==> src/rtl/seven_seg_scan_driver.sv <==
// Multiplexed common-anode seven-segment driver: frame-synchronous value loading,
// leading-zero blanking, per-digit decimal points and a guard slot between digits.
module seven_seg_scan_driver #(
   parameter int NUM_DIGITS       = 4,
   parameter int REFRESH_DIV      = 50000,
   parameter bit DIGIT_ACTIVE_LOW = 1'b1
) (
   input  logic                    clk,
   input  logic                    rst,
   input  logic [4*NUM_DIGITS-1:0] value,
   input  logic [NUM_DIGITS-1:0]   dp_in,
   input  logic                    load,
   input  logic                    en,
   input  logic                    blank_lz,
   output logic [6:0]              seg,
   output logic                    dp_n,
   output logic [NUM_DIGITS-1:0]   an,
   output logic                    frame_done
);

   localparam int DIV_W = $clog2(REFRESH_DIV);
   localparam int IDX_W = (NUM_DIGITS > 1) ? $clog2(NUM_DIGITS) : 1;
   localparam logic [DIV_W-1:0]      DIV_LAST = DIV_W'(REFRESH_DIV - 1);
   localparam logic [IDX_W-1:0]      IDX_LAST = IDX_W'(NUM_DIGITS - 1);
   localparam logic [NUM_DIGITS-1:0] AN_OFF   = {NUM_DIGITS{DIGIT_ACTIVE_LOW}};

   logic [DIV_W-1:0]        div_cnt;
   logic [IDX_W-1:0]        idx;
   logic [4*NUM_DIGITS-1:0] pend_val, shadow;
   logic [NUM_DIGITS-1:0]   pend_dp, shadow_dp;
   logic                    pend_v;

   logic                    tc, wrap;
   logic [3:0]              cur_nib;
   logic                    cur_dp, cur_blank, zero_above;
   logic [NUM_DIGITS-1:0]   an_on;
   logic [6:0]              seg_d;
   logic                    dp_n_d;
   logic [NUM_DIGITS-1:0]   an_d;

   function automatic logic [6:0] decode(input logic [3:0] nib);
      logic [6:0] s;
      case (nib)
         4'h0: s = 7'b0000001;
         4'h1: s = 7'b1001111;
         4'h2: s = 7'b0010010;
         4'h3: s = 7'b0000110;
         4'h4: s = 7'b1001100;
         4'h5: s = 7'b0100100;
         4'h6: s = 7'b0100000;
         4'h7: s = 7'b0001111;
         4'h8: s = 7'b0000000;
         4'h9: s = 7'b0000100;
         4'hA: s = 7'b0001000;
         4'hB: s = 7'b1100000;
         4'hC: s = 7'b0110001;
         4'hD: s = 7'b1000010;
         4'hE: s = 7'b0110000;
         default: s = 7'b0111000;
      endcase
      return s;
   endfunction

   assign tc   = (div_cnt == DIV_LAST);
   assign wrap = tc && (idx == IDX_LAST);

   // Walk from the most significant digit down so zero_above covers digit i and all above it.
   always_comb begin
      cur_nib    = 4'h0;
      cur_dp     = 1'b0;
      cur_blank  = 1'b0;
      zero_above = 1'b1;
      for (int i = NUM_DIGITS - 1; i >= 0; i--) begin
         zero_above = zero_above && (shadow[4*i +: 4] == 4'h0);
         if (idx == IDX_W'(i)) begin
            cur_nib   = shadow[4*i +: 4];
            cur_dp    = shadow_dp[i];
            cur_blank = blank_lz && (i > 0) && zero_above;
         end
      end
   end

   always_comb begin
      seg_d  = 7'h7F;
      dp_n_d = 1'b1;
      an_d   = AN_OFF;
      an_on  = NUM_DIGITS'(1) << idx;
      if (en && !tc) begin
         seg_d  = cur_blank ? 7'h7F : decode(cur_nib);
         dp_n_d = ~cur_dp;
         an_d   = DIGIT_ACTIVE_LOW ? ~an_on : an_on;
      end
   end

   always_ff @(posedge clk or posedge rst) begin
      if (rst) begin
         div_cnt    <= '0;
         idx        <= '0;
         pend_val   <= '0;
         pend_dp    <= '0;
         pend_v     <= 1'b0;
         shadow     <= '0;
         shadow_dp  <= '0;
         seg        <= 7'h7F;
         dp_n       <= 1'b1;
         an         <= AN_OFF;
         frame_done <= 1'b0;
      end else begin
         div_cnt <= tc ? '0 : div_cnt + 1'b1;
         if (tc)
            idx <= (idx == IDX_LAST) ? '0 : idx + 1'b1;

         // A load coinciding with the wrap bypasses pending so it shows in the new frame.
         if (load && wrap) begin
            shadow    <= value;
            shadow_dp <= dp_in;
            pend_v    <= 1'b0;
         end else begin
            if (wrap) begin
               if (pend_v) begin
                  shadow    <= pend_val;
                  shadow_dp <= pend_dp;
               end
               pend_v <= 1'b0;
            end
            if (load) begin
               pend_val <= value;
               pend_dp  <= dp_in;
               pend_v   <= 1'b1;
            end
         end

         seg        <= seg_d;
         dp_n       <= dp_n_d;
         an         <= an_d;
         frame_done <= wrap;
      end
   end

endmodule

==> config.mk <==
export PLATFORM = sky130hd
export DESIGN_NAME = seven_seg_scan_driver
export DESIGN_NICKNAME = d
export VERILOG_FILES = /design/src/rtl/seven_seg_scan_driver.sv
export SDC_FILE = /design/constraint.sdc
export NUM_CORES = 1
export LEC_CHECK = 0
export BUFFER_PORTS_ARGS = -buffer_cell sky130_fd_sc_hd__clkbuf_2
export CAP_MARGIN = 30
export CORE_AREA = 2 2 96 98
export DETAILED_ROUTE_END_ITERATION = 6
export DIE_AREA = 0 0 98 100
export PLACE_DENSITY = 0.59
export SYNTH_ARGS = -nofsm -noshare
export SYNTH_HDL_FRONTEND = slang
export SYNTH_SLANG_ARGS = --single-unit
==> constraint.sdc <==
create_clock -name clk -period 3.61 [get_ports clk]
set_clock_uncertainty 0.05 [all_clocks]
set_input_delay 0.361 -clock clk [delete_from_list [all_inputs] [get_ports clk]]
set_output_delay 0.361 -clock clk [all_outputs]
set_load 0.005 [all_outputs]
==> results of run 1 <==
==> registers in the layout, indices dropped and copies added, names as in the netlist <==
| signal | flops |
|---|---|
| idx | 2 |
| seg | 7 |
| pend_val | 16 |
| dp_n | 1 |
| shadow_dp | 4 |
| div_cnt | 16 |
| shadow | 16 |
| frame_done | 1 |
| pend_dp | 4 |
| pend_v | 1 |
| an | 4 |
==> logic make-up (layout without fill, tap and decap cells) <==
family,count (synthesis),count (layout),share of synthesized area (%)
fa+ha+maj,11,11,3.99
xor+xnor,14,14,3.55
compound gates,72,72,15.0
buf+inv,26,71,3.51
simple gates,79,79,12.9
mux,26,26,8.37
flops,72,72,52.6
==> critical path: stages, from the launching register on <==
cell and delay, ns:
dfrtp_1 0.42, inv_1 0.11, ha_1 0.47, a211oi_1 0.08
a211oi_1 0.54, inv_1 0.20, ha_1 0.25, mux2_2 0.26
a22oi_1 0.14, nand2_1 0.07
==> metrics by stage <==
| step | power, mW | cell area (sq um) | instances | hold slack, ns | setup WS, ns |
|---|---|---|---|---|---|
| floorplan | 0.973 | 3450 | 300 | 0.403 | 1.12 |
| global placement | 1.02 | 3740 | 438 | 0.293 | 1.03 |
| detailed placement | 1.02 | 3740 | 439 | 0.296 | 0.945 |
| CTS | 1.81 | 4000 | 456 | 0.182 | 0.938 |
| global route | 1.87 | 4000 | 456 | 0.190 | 0.674 |
| finish | 1.79 | 4000 | 456 | 0.191 | 0.940 |
==> power groups by stage <==
stage / Clock [mW] / Combinational (mW) / Sequential [mW]
after floorplan: 0 / 0.0920 / 0.881
after global placement: 0 / 0.135 / 0.885
after detailed placement: 0 / 0.138 / 0.886
after CTS: 0.802 / 0.139 / 0.871
after global routing: 0.838 / 0.154 / 0.876
final: 0.783 / 0.135 / 0.870
==> cell usage in the layout, fill, tap and decap left out, types with 3 or more instances in the layout <==
cell type  instances
a211oi_1           6
a21oi_1            8
a22oi_1           18
buf_4              6
bufinv_16          3
clkbuf_2          37
clkbuf_8           9
dfrtp_1           60
dfstp_2           12
ha_1              11
inv_1              9
mux2_1            10
mux2_2            13
mux2i_1            3
nand2_1           17
nand2b_1           3
nand3_1            9
nand3b_1           3
nor2_1            15
nor2b_1           10
nor3b_1            3
o211ai_1           4
o21ai_0            5
o22ai_1            9
o2bb2ai_1         16
xnor2_1            5
xor2_1             9
==> how the worst max path moves through the flow <==
stage,endpoint,startpoint,cells past startpoint,slack (ns)
after floorplan,seg[0],idx[0],10,1.12
after global placement,seg[0],idx[0],9,1.03
after detailed placement,seg[0],idx[0],9,0.94
after CTS,seg[0],idx[0],9,0.94
after global routing,seg[0],idx[0],9,0.67
final,seg[0],idx[0],9,0.94
==> repair_timing <==
item                      4_1_cts  5_1_grt
buffers inserted                0        0
hold buffers                    1        0
hold endpoints to repair       16        0
==> area by class of cell <==
| cell class | instances | area (sq um) |
|---|---|---|
| Inverter | 11 | 42.5 |
| Clock inverter | 6 | 115 |
| Tap cell | 111 | 139 |
| Timing Repair Buffer | 44 | 240 |
| Multi-Input combinational cell | 202 | 1520 |
| Clock buffer | 10 | 128 |
| Sequential cell | 72 | 1820 |
| Fill cell | 852 | 4890 |
==> routing by layer <==
| metal | vias to the layer above | track usage (%) | part of all wire, % |
|---|---|---|---|
| met5 | - | 0 | 0 |
| met4 | 0 | 4.49 | 1.2 |
| met3 | 8 | 4.18 | 3.9 |
| met2 | 49 | 24.7 | 49 |
| met1 | 1195 | 19.4 | 46 |
| li1 | 1172 | - | - |
==> out/metrics.cfg, run 1 <==
[global_route]
grt_max_degree=29
antenna_found_initial=0
grt.overflow.total=0
gr-usage-all-layers_pct=15.0
grt_pass1_vias=2439
grt_pass1_wl_um=11800

[sta]
max-slew-margin-rel_pct=52.5
rsz0062_at_grt=no
period_needed_ns=2.67
finalHoldViolations=0
finalSetupTns_ns=0
timing.fmax_mhz=375
finalSetupViolations=0
worst_pin_slew_ns=0.713
slew_viol_final=0
min_period_over_period_pct=74.0

[setup_path]
critPathCaptureType=flip-flop
worstPathRequired_ns=3.82
rr_startpoint=idx[0]
crit_path_start_kind=flip-flop
arrival_ns=2.88
crit_fanout=16
reg2reg_slack_ns=0.94
reg2regPathDepth=9
r2r-end=seg[0]
worstSetupPathType=flip-flop to flip-flop

[layout]
area_delta_synth_final_pct=15.7
n_antenna_cell=0
layout-drive-gt1-share_pct=26.7
fin_util_pct=45.0
fin_nets=376

[pwr]
power_frac_comb_pct=7.6
seqPwrFrac_pct=48.6
intPower_mw=1.38
peakVddDrop_mv=0.186
p_sw_share_pct=22.9
power.switching_mw=0.410
cellLeakagePower_nw=1.75
p_clk_share_pct=43.8
power.density_mw_per_mm2=448

[detailed_routing]
first_pass_iters=4
ant_nets=0
via_per_inst=5.32
drc=0
routedWlPerCell_um=14.8
vias=2424
drtIter0Drc=80
drt_wl_total_um=6760

[die]
die_y_um=100
floorplan.rows=35
start_util_pct=38.8
ios=38
die_x_um=98
coreArea_sq_mm=0.00889
dieArea_sq_mm=0.00980

[yosys]
ys_top_cells_by_count=60 x dfrtp_1, 18 x a22oi_1, 17 x nand2_1
synth-main-ff-cell=dfrtp_1
synth.net_count=336
syn_area_sq_mm=0.00345
synth_area_leaders=dfrtp_1 43%, dfstp_2 9.1%, mux2_2 4.2%
synth_top_area_share_pct=43.5
syn_inst=300
syn_area_per_cell_sq_um=11.5
ys_async_sr_fraction_pct=100
yosysWarnings=0
synth_seq_cells=72
synth_cell_types=48
ys_seq_area_share_pct=52.6
synth_most_common_cell=dfrtp_1
synth_edf_count=0
yosys.area.top_type=dfrtp_1

[placement]
gp_congestion=0.787
port_buffers=37
dp_hpwl_um=4730

[min_path]
min_to=pend_val[1]
min_delay_path_depth=2
min_path_type=input pin to flip-flop
hp-start=value[1]

[clocking]
htreeDepth=3
clockBufferDepth=2
clk_latency_ns=0.35
clockRootBuffer=clkbuf_8
clk_pin_slew_worst_paths_ns=0.08
cts.sinks=72
cts_resized=0
numCtsBuffers=9
cts_tree=yes

[run_status]
status=finished, final reports clean

[run]
cap_viol_max_count=0

(Power assumes the default switching activity.)
==> run 2, diff against run 1 <==
==> constraint.sdc (replaced) <==
create_clock -name clk -period 2.68 [get_ports clk]
set_clock_uncertainty 0.05 [all_clocks]
set_input_delay 0.268 -clock clk [delete_from_list [all_inputs] [get_ports clk]]
set_output_delay 0.268 -clock clk [all_outputs]
set_load 0.005 [all_outputs]
==> run 2 against run 1 <==
Compared with the run above: first-iteration DRC count is 55% higher; core utilization is 0.56 points higher; wire length is 2.2% higher; power is 31% higher; count of clock-buffer cells in the layout is 1 higher; combinational power is 41% higher; non-clock buffer count is 4 higher; flip-flop and latch count stayed put; register-to-register slack worse by 0.67 ns; clock power is 25% higher; largest cell class unchanged; highest routed layer unchanged.
==> out/metrics.cfg, run 2 (synthesis gave the netlist of run 1 again) <==
[run_status]
status=finished, final reports clean  ; unchanged

[pwr]
p_sw_share_pct=22.5  ; was 22.9%
power.switching_mw=0.525  ; was 0.410 mW
peakVddDrop_mv=0.329  ; was 0.186 mV
cellLeakagePower_nw=1.78  ; was 1.75 nW
power_frac_comb_pct=8.2  ; was 7.6%
intPower_mw=1.81  ; was 1.38 mW
power.density_mw_per_mm2=578  ; was 448 mW/mm^2
p_clk_share_pct=41.7  ; was 43.8%
seqPwrFrac_pct=50.1  ; was 48.6%

[die]
start_util_pct=38.8  ; unchanged
dieArea_sq_mm=0.00980  ; unchanged
floorplan.rows=35  ; unchanged
die_y_um=100  ; unchanged
ios=38  ; unchanged
die_x_um=98  ; unchanged
coreArea_sq_mm=0.00889  ; unchanged

[layout]
n_antenna_cell=0  ; unchanged
area_delta_synth_final_pct=17.2  ; was 15.7%
top_regs=div_cnt: 16 flops, pend_val: 16 flops, shadow: 16 flops  ; unchanged
fin_cells=460  ; was 456
layout_commonest_cell=dfrtp_1  ; unchanged
fin_nets=380  ; was 376
layout-drive-gt1-share_pct=28.4  ; was 26.7%
fin_area_sq_mm=0.00405  ; was 0.00400 sq mm
layout_common_cells=60 x dfrtp_1, 37 x clkbuf_2, 17 x nand2_1, 17 x a22oi_1, 16 x o2bb2ai_1  ; was 60 x dfrtp_1, 37 x clkbuf_2, 18 x a22oi_1, 17 x nand2_1, 16 x o2bb2ai_1

[global_route]
antenna_found_initial=0  ; unchanged
grt_pass1_wl_um=11900  ; was 11800 um
grt.overflow.total=0  ; unchanged
gr-usage-all-layers_pct=15.0  ; about the same
grt_pass1_vias=2431  ; was 2439
grt_max_degree=44  ; was 29

[detailed_routing]
drt_wl_total_um=6910  ; was 6760 um
drtIter0Drc=124  ; was 80
first_pass_iters=4  ; unchanged
ant_nets=0  ; unchanged
via_per_inst=5.30  ; was 5.32
routedWlPerCell_um=15.0  ; was 14.8 um
vias=2440  ; was 2424
drc=0  ; unchanged

[clocking]
cts.sinks=72  ; unchanged
clk_latency_ns=0.34  ; was 0.35 ns
cts_setup_buffers=0  ; unchanged
clockRootBuffer=clkbuf_8  ; unchanged
cts_tree=yes  ; unchanged
numCtsBuffers=9  ; unchanged
clk_pin_slew_worst_paths_ns=0.08  ; about the same
clockBufferDepth=2  ; unchanged
htreeDepth=3  ; unchanged

[setup_path]
crit_slowest_cell=ha_1  ; was a211oi_1
critPathBufInv=2  ; unchanged
path_cells=inv_1 -> ha_1 -> a211oi_1 -> a211oi_1 -> inv_1 -> ha_1 -> mux2_2 -> a22oi_1 -> nand2_1  ; unchanged
critPathCaptureType=flip-flop  ; unchanged
critPathTopFamily=adder cells  ; was compound AO/OA/AOI/OAI gates
crit_path_start_kind=flip-flop  ; unchanged
crit_fanout=13  ; was 16
worstPathRequired_ns=2.88  ; was 3.82 ns
slowest_delay_ns=0.43  ; was 0.54 ns
arrival_ns=2.61  ; was 2.88 ns
worstSetupPathType=flip-flop to flip-flop  ; unchanged

[placement]
placed_cell_area_sq_mm=0.00380  ; was 0.00374 sq mm
port_buffers=37  ; unchanged
dp_hpwl_um=4800  ; was 4730 um
gp_congestion=0.742  ; was 0.787
placed_cells=443  ; was 439

[sta]
timing.fmax_mhz=415  ; was 375 MHz
worst_pin_slew_ns=0.704  ; was 0.713 ns
max-slew-margin-rel_pct=53.1  ; was 52.5%
slew_viol_final=0  ; unchanged
period_needed_ns=2.41  ; was 2.67 ns
min_period_over_period_pct=89.8  ; was 74.0%
rsz0062_at_grt=no  ; unchanged
finalSetupTns_ns=0  ; unchanged
finalSetupViolations=0  ; unchanged
finalHoldViolations=0  ; unchanged

[run]
cap_viol_max_count=0  ; unchanged

[min_path]
min_path_type=input pin to flip-flop  ; unchanged

==> run 2: cell types whose count changed in the layout (fill, tap and decap cells not counted), sizes merged <==
cell / previous run / this run
clkinvlp: 1 / 0
bufinv: 3 / 2
clkinv: 1 / 4
clkbuf: 47 / 48
buf: 6 / 10
inv: 12 / 10
==> run 2: path summary, 6_finish.rpt <==
kind	startpoint	end	slack [ns]	cells past startpoint
max	idx[1]	seg[0]	0.27	9
min	value[7]	pend_val[7]	0.11	2
max reg2reg	idx[1]	seg[0]	0.27	9
min reg2reg	div_cnt[0]	div_cnt[0]	0.43	1
max in group asynchronous	rst	shadow_dp[3]	1.42	4
min in group asynchronous	rst	pend_val[3]	0.50	3
==> run 2: what timing repair did <==
action,4_1_cts,5_1_grt
hold buffers,1,0
endpoints found under the setup margin,0,1
gates resized for setup,0,2
endpoints found under the hold margin,17,0
==> run 2: power by group through the flow <==
stage                     clock, mW  combinational (mW)  sequential [mW]
after global placement            0               0.190             1.19
after CTS                      1.00               0.195             1.17
final                         0.976               0.191             1.17
after detailed placement          0               0.194             1.19
after global routing           1.05               0.216             1.18
after floorplan                   0               0.124             1.19
==> run 2: through the flow <==
stage	hold WS, ns	worst slack (ns)	total power [mW]	utilization, %
global placement	0.335	0.344	1.38	42.6
finish	0.106	0.273	2.34	45.5
floorplan	0.350	0.190	1.31	-
global route	0.0969	0.0424	2.45	45.5
detailed placement	0.342	0.224	1.39	42.7
CTS	0.0945	0.209	2.37	45.4
==> run 2: final cells by class <==
cell class,instances,area [sq um]
tap,111,139
timing repair buffer,48,295
sequential,72,1820
clock inverter,5,78.8
clock buffer,11,151
fill,864,4840
inverter,11,42.5
multi-input combinational,202,1520
==> run 2: worst reg2reg max path, cell delays in order, from the launching register on <==
cell,delay [ns]
dfrtp_1,0.40
inv_1,0.11
ha_1,0.43
a211oi_1,0.10
a211oi_1,0.33
inv_1,0.16
ha_1,0.24
mux2_2,0.28
a22oi_1,0.14
nand2_1,0.07
==> run 2: layer usage <==
layer  GRT usage, %  part of all wire [%]
met1           19.3                    46
met2           25.2                    49
met3           4.87                   4.0
met4           2.88                  0.68
met5              0                     0
